--- config.mk ---
export PLATFORM = sky130hd
export DESIGN_NAME = pc_sequencer_flat
export DESIGN_NICKNAME = d
export VERILOG_FILES = /design/src/rtl/pc_sequencer_if.sv /design/src/rtl/pc_sequencer.sv /design/src/flat_wrapper.sv
export SDC_FILE = /design/constraint.sdc
export NUM_CORES = 1
export LEC_CHECK = 0
export BUFFER_PORTS_ARGS = -buffer_cell sky130_fd_sc_hd__buf_2
export CORE_MARGIN = 2
export CORE_UTILIZATION = 55
export CTS_CLUSTER_SIZE = 14
export DETAILED_ROUTE_END_ITERATION = 6
export GPL_ROUTABILITY_DRIVEN = 0
export PLACE_DENSITY = 0.84
export SLEW_MARGIN = 20
export SYNTH_ARGS = -nofsm -noshare
export SYNTH_HDL_FRONTEND = slang
export SYNTH_SLANG_ARGS = --single-unit
--- constraint.sdc ---
create_clock -name clk -period 7.9 [get_ports clk]
set_clock_uncertainty 0.1 [all_clocks]
set_input_delay 1.185 -clock clk [delete_from_list [all_inputs] [get_ports clk]]
set_output_delay 1.185 -clock clk [all_outputs]
set_load 0.05 [all_outputs]
--- src/rtl/pc_sequencer_if.sv ---
// Fetch/branch-resolution bundle for pc_sequencer: the master side is the
// sequencer itself, the slave side is the surrounding pipeline.
interface pc_sequencer_if #(
   parameter int ADDR_W   = 64,
   parameter int COND_W   = 19,
   parameter int UNCOND_W = 26,
   parameter int CNT_W    = 32
);
   logic                stall;
   logic                fetch_ready;
   logic                fetch_valid;
   logic [ADDR_W-1:0]   pc;
   logic                br_valid;
   logic                br_taken;
   logic                uncond_br;
   logic [COND_W-1:0]   cond_imm;
   logic [UNCOND_W-1:0] br_imm;
   logic [ADDR_W-1:0]   br_pc;
   logic                redirect;
   logic [CNT_W-1:0]    fetch_count;
   logic [CNT_W-1:0]    redirect_count;
   logic [ADDR_W-1:0]   link_addr;
   logic                link_valid;

   modport master (
      input  stall, fetch_ready, br_valid, br_taken, uncond_br,
             cond_imm, br_imm, br_pc,
      output fetch_valid, pc, redirect, fetch_count, redirect_count,
             link_addr, link_valid
   );

   modport slave (
      output stall, fetch_ready, br_valid, br_taken, uncond_br,
             cond_imm, br_imm, br_pc,
      input  fetch_valid, pc, redirect, fetch_count, redirect_count,
             link_addr, link_valid
   );
endinterface

--- src/rtl/pc_sequencer.sv ---
// Fetch program-counter sequencer: sequential advance, PC-relative redirects,
// saturating perf counters. Optional link register: PC_SEQUENCER_BR_LINK_EN.
module pc_sequencer #(
   parameter int                ADDR_W   = 64,
   parameter int                COND_W   = 19,
   parameter int                UNCOND_W = 26,
   parameter logic [ADDR_W-1:0] RESET_PC = '0,
   parameter int                CNT_W    = 32
) (
   input  logic          clk,
   input  logic          reset,
   pc_sequencer_if.master bus
);

   function automatic logic [CNT_W-1:0] sat_inc(input logic [CNT_W-1:0] v);
      return (&v) ? v : v + CNT_W'(1);
   endfunction

   logic                     r_fetch_valid, r_fetch_valid_nxt;
   logic [ADDR_W-1:0]        r_pc, r_pc_nxt;
   logic                     r_redirect, r_redirect_nxt;
   logic [CNT_W-1:0]         r_fetch_cnt, r_fetch_cnt_nxt;
   logic [CNT_W-1:0]         r_redir_cnt, r_redir_cnt_nxt;

   logic signed [ADDR_W-1:0] w_off;
   logic [ADDR_W-1:0]        w_target;
   logic                     w_hs;
   logic                     w_redir;

   // Immediates count instruction words; sign-extend before scaling to bytes.
   assign w_off    = bus.uncond_br
                   ? {{(ADDR_W-UNCOND_W){bus.br_imm[UNCOND_W-1]}}, bus.br_imm}
                   : {{(ADDR_W-COND_W){bus.cond_imm[COND_W-1]}}, bus.cond_imm};
   assign w_target = bus.br_pc + ADDR_W'(w_off <<< 2);
   assign w_hs     = r_fetch_valid & bus.fetch_ready & ~bus.stall;
   assign w_redir  = bus.br_valid & bus.br_taken;

   always_ff @(posedge clk) begin
      if (reset) begin
         r_fetch_valid <= 1'b0;
         r_pc          <= RESET_PC;
         r_redirect    <= 1'b0;
         r_fetch_cnt   <= '0;
         r_redir_cnt   <= '0;
      end else begin
         r_fetch_valid <= r_fetch_valid_nxt;
         r_pc          <= r_pc_nxt;
         r_redirect    <= r_redirect_nxt;
         r_fetch_cnt   <= r_fetch_cnt_nxt;
         r_redir_cnt   <= r_redir_cnt_nxt;
      end
   end

   // A redirect wins over the sequential address but the fetch still counts.
   always_comb begin
      r_fetch_valid_nxt = 1'b1;
      r_pc_nxt          = r_pc;
      r_redirect_nxt    = w_redir;
      r_fetch_cnt_nxt   = r_fetch_cnt;
      r_redir_cnt_nxt   = r_redir_cnt;
      if (w_hs) begin
         r_fetch_cnt_nxt = sat_inc(r_fetch_cnt);
         r_pc_nxt        = r_pc + ADDR_W'(4);
      end
      if (w_redir) begin
         r_redir_cnt_nxt = sat_inc(r_redir_cnt);
         r_pc_nxt        = w_target;
      end
   end

   always_comb begin
      bus.fetch_valid    = r_fetch_valid;
      bus.pc             = r_pc;
      bus.redirect       = r_redirect;
      bus.fetch_count    = r_fetch_cnt;
      bus.redirect_count = r_redir_cnt;
   end

`ifdef PC_SEQUENCER_BR_LINK_EN
   logic [ADDR_W-1:0] r_link_addr;
   logic              r_link_valid;

   always_ff @(posedge clk) begin
      if (reset) begin
         r_link_addr  <= '0;
         r_link_valid <= 1'b0;
      end else begin
         r_link_valid <= w_redir & bus.uncond_br;
         if (w_redir & bus.uncond_br)
            r_link_addr <= bus.br_pc + ADDR_W'(4);
      end
   end

   assign bus.link_addr  = r_link_addr;
   assign bus.link_valid = r_link_valid;
`else
   assign bus.link_addr  = '0;
   assign bus.link_valid = 1'b0;
`endif

endmodule

--- src/flat_wrapper.sv ---
// flat-port wrapper written by rule: the top's interface ports become plain ports
module pc_sequencer_flat 
#(
   parameter int                ADDR_W   = 64,
   parameter int                COND_W   = 19,
   parameter int                UNCOND_W = 26,
   parameter logic [ADDR_W-1:0] RESET_PC = '0,
   parameter int                CNT_W    = 32
)
  (clk, reset, bus_stall, bus_fetch_ready, bus_br_valid, bus_br_taken, bus_uncond_br, bus_cond_imm, bus_br_imm, bus_br_pc, bus_fetch_valid, bus_pc, bus_redirect, bus_fetch_count, bus_redirect_count, bus_link_addr, bus_link_valid);
  pc_sequencer_if #(.ADDR_W(ADDR_W), .COND_W(COND_W), .UNCOND_W(UNCOND_W), .CNT_W(CNT_W)) bus_i ();
  input  logic clk;
  input  logic reset;
  input wire logic [$bits(bus_i.stall)-1:0] bus_stall;
  input wire logic [$bits(bus_i.fetch_ready)-1:0] bus_fetch_ready;
  input wire logic [$bits(bus_i.br_valid)-1:0] bus_br_valid;
  input wire logic [$bits(bus_i.br_taken)-1:0] bus_br_taken;
  input wire logic [$bits(bus_i.uncond_br)-1:0] bus_uncond_br;
  input wire logic [$bits(bus_i.cond_imm)-1:0] bus_cond_imm;
  input wire logic [$bits(bus_i.br_imm)-1:0] bus_br_imm;
  input wire logic [$bits(bus_i.br_pc)-1:0] bus_br_pc;
  output wire logic [$bits(bus_i.fetch_valid)-1:0] bus_fetch_valid;
  output wire logic [$bits(bus_i.pc)-1:0] bus_pc;
  output wire logic [$bits(bus_i.redirect)-1:0] bus_redirect;
  output wire logic [$bits(bus_i.fetch_count)-1:0] bus_fetch_count;
  output wire logic [$bits(bus_i.redirect_count)-1:0] bus_redirect_count;
  output wire logic [$bits(bus_i.link_addr)-1:0] bus_link_addr;
  output wire logic [$bits(bus_i.link_valid)-1:0] bus_link_valid;
  assign bus_i.stall = bus_stall;
  assign bus_i.fetch_ready = bus_fetch_ready;
  assign bus_i.br_valid = bus_br_valid;
  assign bus_i.br_taken = bus_br_taken;
  assign bus_i.uncond_br = bus_uncond_br;
  assign bus_i.cond_imm = bus_cond_imm;
  assign bus_i.br_imm = bus_br_imm;
  assign bus_i.br_pc = bus_br_pc;
  assign bus_fetch_valid = bus_i.fetch_valid;
  assign bus_pc = bus_i.pc;
  assign bus_redirect = bus_i.redirect;
  assign bus_fetch_count = bus_i.fetch_count;
  assign bus_redirect_count = bus_i.redirect_count;
  assign bus_link_addr = bus_i.link_addr;
  assign bus_link_valid = bus_i.link_valid;
  pc_sequencer #(.ADDR_W(ADDR_W), .COND_W(COND_W), .UNCOND_W(UNCOND_W), .RESET_PC(RESET_PC), .CNT_W(CNT_W)) u_core (.clk(clk), .reset(reset), .bus(bus_i));
endmodule
* After elaboration in Yosys (flattened, before gate mapping)
Index checks and enable logic that the tools add are counted.
** Storage, ports and cells
- Bits in registers :: 130
- Bits in latches :: 0
- Memory bits (writable) :: 0
- Bits in read-only memories :: 0
- Output and inout bits :: 195
- Memories :: 0
** Operators by class
- $add $sub $neg :: 4
- Multiply operators :: 0
- Divide/modulo/power cells :: 0
- Magnitude comparators :: 0
- Equality and inequality tests :: 0
- Shifts and indexed selects :: 0
- Mux-type cells :: 4
- Bitwise operators :: 6
- Reduce and logical (&&, ||, !) cells :: 5
** Operator list (count)
- 64-bit 2-to-1 mux :: 2
- 32-bit by 1-bit adder with 32-bit output (second input constant) :: 2
- 64-bit by 3-bit adder with 64-bit output (second input constant) :: 1
- 64-bit adder :: 1
- 32-bit AND reduction :: 2
- 62-bit 2-to-1 mux :: 1
- 2-bit AND reduction :: 2
- 1-bit bitwise AND :: 3
- 1-bit NOT :: 3
- 2-bit nonzero test :: 1
- 1-bit 2-to-1 mux :: 1

* Longest topological paths before layout
Gate-level depths: netlist of the first run.
- Depth in word-level cells :: 4
- Depth in mapped cells :: 16
- Mapped depth without buffers :: 13

* Least setup slack after synthesis of the first run
Ideal clock, no wire load.
- Kind :: input port to flip-flop
- Start :: in bus_uncond_br
- End :: reg u_core.r_pc[54], in the netlist u_core.bus.pc[54]
- Library setup time :: 88 ps
- Arrival time :: 4857 ps
- Setup slack :: 2855 ps
- Stages on the path :: 14
- Path through :: clkbuf_1 > nand2b_1 > clkbuf_1 > a21boi_0 > inv_1 > ha_1 > clkbuf_1 > nand4_1 > nor3_1 > a31oi_4 > a2111o_1 > a21oi_2 > nor3_1 > o32ai_2
** On the way
- Longest elaborated chain between the ends :: 3
** Ends and longest elaborated chain
- start, declared :: RTL line flat_wrapper.sv:18 : input wire logic [$bits(bus_i.uncond_br)-1:0] bus_uncond_br;
- 62-bit 2-to-1 mux :: RTL line pc_sequencer.sv:32 : ? {{(ADDR_W-UNCOND_W){bus.br_imm[UNCOND_W-1]}}, bus.br_imm}
- 64-bit adder :: RTL line pc_sequencer.sv:34 : assign w_target = bus.br_pc + ADDR_W'(w_off <<< 2);
- 64-bit 2-to-1 mux :: RTL line pc_sequencer.sv:65 : if (w_redir) begin
- end signal, assigned :: RTL line pc_sequencer.sv:47 : r_pc <= r_pc_nxt;
- end, declared :: RTL line pc_sequencer.sv:20 : logic [ADDR_W-1:0] r_pc, r_pc_nxt;
No other way between the ends.
A chain may end at the register's enable or synchronous reset.

* Worst setup path after layout of the first run
- Start :: in bus_uncond_br
- End :: reg u_core.r_pc[59], in the netlist u_core.bus.pc[59]
Same word-level chain as after synthesis.

==> impl_results.md, run 1 <==
- Drt total wl: 30640 microns
- Compound-Gate Fraction of Synth Area: 0.1973
- Initial Util: 0.5657
- Die height: around 140 microns
- Post-synthesis cell count: 1376
- Critical path, cell by cell: buf_2, nand2b_1, a21boi_0, inv_1, buf_4, ha_1, a21oi_2, o221ai_1, o21ai_1, o211ai_1, a221oi_2, a21oi_1, nor4b_1, o21ai_0, a311oi_1
- Drc violations: 2
- Setup crit start kind: input pin
- Clock Path Buffers: 2
- Vias: 10858
- Clock power share: 0.360
- Unique masters post-synth: 76
- Initial antenna violation count: 0
- P_leak: 0.005629 uW
- Max stage delay on crit path: 0.45 ns
- Remaining antenna violation count after routing: 0
- Max-slew violation count: 0
- Worst setup EP type: register
- # IOs: 311
- Failing checks: DRC
- Mux cell area share after synthesis: 0.02177
- Largest family of logic cells by synthesized area: simple AND/OR/NAND/NOR gates
- Worst EP arrival: 5.32 ns
- Hold_buf cts: 0
- Adder-cell share of the synthesized area: 0.07680
- Post-synthesis simple-gate area fraction: 0.2497
- Sw power: 902.0 uW
- Fraction of layout cells with a size suffix above 1: 0.2040
- Post-synthesis xor/xnor area fraction: 0.1303
- Maximum VDD drop: 0.1544 mV
- Clock sink count: between 100 and 150
- First-pass iteration count of the detailed router: 7
- Sw Ratio: 0.3956
- Syn Area/Cell: 7.767 sq um
- Final hold vios: 0
- Nets: 1766
- Place WS: 2.490 ns
- Core Region: 18890 sq um
- RSZ-0062 raised after global routing: no
- Clk_lat worst skew: 0.44 ns
- N_diodes: 0
- Root buf cell: clkbuf_16
- Asr flop ratio synth: 0
- Top area cells in the synthesized netlist: dfxtp_1, ha_1, xnor2_1
- Post-synth EDFFs: 0
- Synth warnings: 0
- Seq pwr share: 0.316
- Reg clk slew, reported paths: approximately 0.07 ns
- Die area: between 20000 and 25000 sq um
- Pwr/cell area: 183.9 nW/um^2
- Placed cell area: 11790 sq um
- TNS Setup: 0 ns
- Seq cells post-synth: 130
- Grt ovf: 0
- Critical-path top delay cell: ha_1
- Post-Syn Area: between 10000 and 15000 sq um
- Num CTS Buffers: 17
- Worst min path class: reg -> reg
- Rows: 50
- GRT Util Overall: 0.2872
- DP Wirelength: 23110 microns
- Maximum clock rate: 0.1969 GHz
- Pint: 1378 uW
- CTS tree: done
- Final period utilization: 0.6429
- Post-Place Cells: 1826
- Largest fanout on the critical path: 36
- I/O Buffers: 245
- Final setup viols: 0
- Vias/cell: 5.844
- Vias in the first global route: 9707
- MaxCap Viol Count: 0
- Seq/Total Area, Yosys: 0.2435
- WP data required: between 8 and 9 ns
- Initial drt markers: 734
- H-tree depth: 4
- Post-CTS resize count: 0
- Cell Count, Final, Fillers Out: 1858
- Area growth syn-to-layout: 16.00%
- Setup CP Type: in -> reg
- Dominant synthesized flop cell: dfxtp_1
- Logic gate share of total power: 0.324
- Relative slew slack: 0.4396
- Slew at the pin with the worst max-slew slack: 0.8406 ns
- Largest net degree at the start of global routing: 78
- Final setup margin: approximately 2.8 ns
- Post-synth top area cell: dfxtp_1
- Chip width: 143.4 microns
- Post-CTS setup buffers: 0
- Wire per inst: 16.49 microns
- Outcome: finished, violations left
- Fin area: around 12000 sq um
- Final min period: 5.079 ns
- Area share of the largest cell type after synthesis: 0.2435
- First-pass GRT wire length: approximately 48000 microns
-- critical path: cells and delay by family --
kind	cells	cell delay, ns
AO/OA/AOI/OAI	9	2.18
buffers and inverters	3	0.78
adder cells (fa/ha/maj)	1	0.45
AND/OR/NAND/NOR	2	0.70
-- per-layer routing --
metal / track usage / vias up / share of wire
met5: 0 / - / 0
met4: 0.1053 / 0 / 0.026
met3: 0.05665 / 82 / 0.088
met2: 0.4702 / 552 / 0.46
met1: 0.3753 / 4978 / 0.42
li1: - / 5246 / -
-- metrics by stage --
stage / hold slack, ns / util / power (uW)
3_5_place_dp: 0.3482 / 0.6240 / 1455
6_report: 0.3517 / 0.6562 / 2280
4_1_cts: 0.3574 / 0.6562 / 2271
2_1_floorplan: 0.5755 / - / 1316
3_3_place_gp: 0.3380 / 0.6240 / 1447
5_1_grt: 0.3744 / 0.6562 / 2377
-- power groups by stage --
stage	clock [uW]	sequential, uW	combinational, uW
4_1_cts	824	720	727
5_1_grt	860	725	792
3_5_place_dp	0	734	721
2_1_floorplan	0	827	489
6_report	820	721	738
3_3_place_gp	0	734	713
-- cell families after synthesis --
logic type | after synthesis
and+or+nand+nor | 532
adders and majority gates | 65
xor gates and xnor gates | 159
AOI/OAI and AO/OA | 309
DFF | 130
buffers and inverters | 159
other | 1
muxes | 21
-- placed cells by master (no fill, tap or decap), types with 52 or more instances in the layout --
master   synthesis  routed
nand2_1        125     125
a21oi_1         90      90
conb_1           1      65
dfxtp_1        130     130
nand4_1         52      52
xor2_1          75      75
nor2_1         153     153
nand3_1         63      63
buf_2            8     244
ha_1            64      64
xnor2_1         84      84
-- layout make-up --
type                    instances  area (sq um)
multi-input cells            1151          7468
well taps                     260         325.3
clock inverters                15         182.7
fillers                      1639          6495
repair buffers                249          1259
clock buffers                  17         425.4
flip-flops and latches        130          2603
inverters                      36         135.1
-- registers in the layout, indices dropped and copies added, names as in the netlist --
register and cells:
u_core.bus.pc 64, u_core.bus.fetch_valid 1, u_core.bus.redirect_count 32, u_core.bus.fetch_count 32, u_core.bus.redirect 1
-- worst paths after layout --
check	startpoint	endpoint	slack, ns	cells past startpoint
max reg2reg	u_core.bus.pc[2]$_SDFFE_PP0P_	u_core.bus.pc[60]$_SDFFE_PP0P_	4.54	9
min	u_core.bus.pc[1]$_SDFFE_PP0P_	u_core.bus.pc[1]$_SDFFE_PP0P_	0.35	2
min reg2reg	u_core.bus.pc[1]$_SDFFE_PP0P_	u_core.bus.pc[1]$_SDFFE_PP0P_	0.35	2
max	bus_uncond_br	u_core.bus.pc[59]$_SDFFE_PP0P_	2.82	15
-- synthesized netlist by cell type, drive strengths merged, types with 6 or more instances --
cell type,count
mux2,18
a211oi,47
xnor2,84
and2,15
a21boi,8
nand2,125
a31oi,14
o211ai,8
dfxtp,130
clkbuf,45
nor4,12
xor2,75
nor3,26
and4,14
o21a,9
o21bai,15
nand3,63
a21oi,92
nand4,53
o21ai,43
ha,64
inv,36
a21o,32
or2,6
nor2,153
buf,78
and3,34
or3,14
Power figures use the tool's default switching activity.
==> inputs of run 2 (changes only) <==
Settings changed: CORE_UTILIZATION 55 to 54, PLACE_DENSITY 0.84 to 0.83.
Clock period 7.9 ns to 5.1 ns, I/O delays scaled along.
==> run 2 against run 1 <==
The flow now finishes without violations. Die area up 1.8%. Cell count up 0.43%. Core utilization down 1.9 points. Hold slack worse by 0.0029 ns. Via count up 1.1%. Sequential cell count unchanged. Non-clock buffer count up 2. Critical endpoint is now u_core.bus.pc[60]$_SDFFE_PP0P_.
==> impl_results.md, run 2 (synthesis results as in run 1) <==
- Die height: 144.7 microns (+0.90%)
- Clock sink count: 130 (unchanged)
- Reg2reg end: u_core.bus.pc[62]$_SDFFE_PP0P_
- GRT Util Overall: 0.2902 (+0.003006)
- Place WS: 0.4234 ns (-2.067 ns)
- Commonest non-fill, non-tap cells in the layout: buf_2, nor2_1, dfxtp_1
- Number of fill cells: 1700 (+3.7%)
- Clk_lat worst skew: 0.43 ns (about the same)
- MaxCap Viol Count: 0 (unchanged)
- Vias in the first global route: 9908 (+2.1%)
- Crit path launch: bus_uncond_br
- Core Region: 19460 sq um (+3.0%)
- Final hold vios: 0 (unchanged)
- Remaining antenna violation count after routing: 0 (unchanged)
- Reg2Reg Setup Slack: 1.88 ns (-2.66 ns)
- Final core utilization: 0.6370 (-0.01926)
- Worst setup EP type: register
- Chip width: 144.7 microns (+0.90%)
- Initial drt markers: 900 (+23%)
- Outcome: completed
- DP Wirelength: 23490 microns (+1.6%)
- Post-CTS resize count: 0 (unchanged)
- WP data required: 5.38 ns (-2.77 ns)
- Hold_buf cts: 0 (unchanged)
- TNS Setup: 0 ns (unchanged)
- First-pass GRT wire length: 48690 microns (+2.4%)
- Relative slew slack: 0.4650 (+0.02543)
- Post-CTS setup buffers: 0 (unchanged)
- Initial antenna violation count: 1 (+1)
- RR Startpoint: u_core.bus.pc[2]$_SDFFE_PP0P_
- Die area: 20930 sq um (+1.8%)
- Max-slew violation count: 0 (unchanged)
- Vias: 10976 (+1.1%)
- Worst min path class: reg -> reg
- RSZ-0062 raised after global routing: no
- Final period utilization: 0.8545
- Fraction of layout cells with a size suffix above 1: 0.2038 (-0.0002550)
- Maximum clock rate: approximately 0.23 GHz
- Setup CP Type: in -> reg
- Top layer used by detailed routing: met4
- Nets: 1768 (+0.11%)
- Vias/cell: 5.882 (+0.65%)
- Maximum VDD drop: 0.2072 mV (+34%)
- Setup crit start kind: input pin
- Pwr/cell area: 283.4 nW/um^2 (+54%)
- Initial Util: 0.5491 (-0.01655)
- Drc violations: 0 (-2)
- Largest net degree at the start of global routing: 81 (+3.8%)
- Reg clk slew, reported paths: 0.07 ns (about the same)
- Area growth syn-to-layout: 15.99% (about the same)
- Metal3 WL: 2804 microns (+3.6%)
- Routed wl met2: 14310 microns (+0.71%)
- # IOs: 311 (unchanged)
- Final setup margin: 0.7419 ns (-2.079 ns)
- WL met1: 13130 microns (+1.6%)
- CTS tree: done
- Rows: 51 (+2.0%)
- Max reg flops: 64 (unchanged)
- Critical path destination: u_core.bus.pc[60]$_SDFFE_PP0P_
- Clock Path Buffers: 2 (unchanged)
- Drt total wl: 31280 microns (+2.1%)
- FF-to-FF path depth: 11 (+2)
- Most common cell after layout, fill and taps aside: buf_2
- First-pass iteration count of the detailed router: 6 (-1)
- Num CTS Buffers: 17 (unchanged)
- H-tree depth: 4 (unchanged)
- Slew at the pin with the worst max-slew slack: 0.8025 ns (-0.03815 ns)
- Final min period: 4.358 ns
- Grt ovf: 0 (unchanged)
- P_leak: 0.005625 uW (about the same)
- Worst EP arrival: 4.64 ns (-0.68 ns)
- Root buf cell: clkbuf_16
- Wire per inst: 16.76 microns (+1.6%)
- I/O Buffers: 245 (unchanged)
- Final setup viols: 0 (unchanged)
- Largest fanout on the critical path: 29 (-19%)
==> run 2: power by group <==
part | switching (uW) | total [uW] | internal (uW)
Clock | 520 | 1250 | 729
Sequential | 58.3 | 1120 | 1060
Combinational | 775 | 1150 | 370
==> run 2: stage by stage <==
stage	cells	instance area, sq um	total power (uW)	hold slack (ns)
after floorplan	1440	10930	2038	0.5755
after global placement	1833	11810	2242	0.3383
after detailed placement	1833	11810	2256	0.3451
after CTS	1865	12390	3502	0.3533
after global routing	1865	12390	3662	0.3788
final	1866	12400	3514	0.3488
==> run 2: area by class of cell <==
| class | instances | area [sq um] | share of cell area |
|---|---|---|---|
| inverters | 36 | 135.1 | 0.01090 |
| clock buffers | 19 | 432.9 | 0.03492 |
| clock inverters | 13 | 150.1 | 0.01211 |
| flip-flops and latches | 130 | 2603 | 0.2099 |
| well taps | 265 | 331.6 | 0.02675 |
| repair buffers | 251 | 1274 | 0.1027 |
| diodes | 1 | 2.502 | 0.0002019 |
| multi-input cells | 1151 | 7468 | 0.6024 |
==> run 2: per-layer routing <==
metal,up-vias,track usage
met2,538,0.4717
li1,5258,-
met3,85,0.06548
met5,-,0
met4,0,0.1191
met1,5095,0.3726
==> run 2: how the worst min path moves through the flow <==
| stage | depth (start not counted) | slack (ns) | endpoint | from |
|---|---|---|---|---|
| 2_1_floorplan | 2 | 0.58 | u_core.bus.pc[0]$_SDFFE_PP0P_ | u_core.bus.pc[0]$_SDFFE_PP0P_ |
| 3_3_place_gp | 2 | 0.34 | u_core.bus.pc[0]$_SDFFE_PP0P_ | u_core.bus.pc[0]$_SDFFE_PP0P_ |
| 3_5_place_dp | 2 | 0.35 | u_core.bus.pc[0]$_SDFFE_PP0P_ | u_core.bus.pc[0]$_SDFFE_PP0P_ |
| 4_1_cts | 2 | 0.35 | u_core.bus.pc[0]$_SDFFE_PP0P_ | u_core.bus.pc[0]$_SDFFE_PP0P_ |
| 5_1_grt | 2 | 0.38 | u_core.bus.pc[0]$_SDFFE_PP0P_ | u_core.bus.pc[0]$_SDFFE_PP0P_ |
| 6_report | 2 | 0.35 | u_core.bus.pc[0]$_SDFFE_PP0P_ | u_core.bus.pc[0]$_SDFFE_PP0P_ |
==> run 2: worst max-delay path, stage by stage <==
cell and delay, ns:
buf_2 0.10, nand2b_1 0.31, a21boi_0 0.42, inv_1 0.25
buf_4 0.31, ha_1 0.46, nand2_1 0.13, or2_1 0.26
nor2_1 0.14, nand3_1 0.22, o41ai_4 0.51, o211ai_1 0.16
a2111oi_0 0.44, a211o_1 0.16
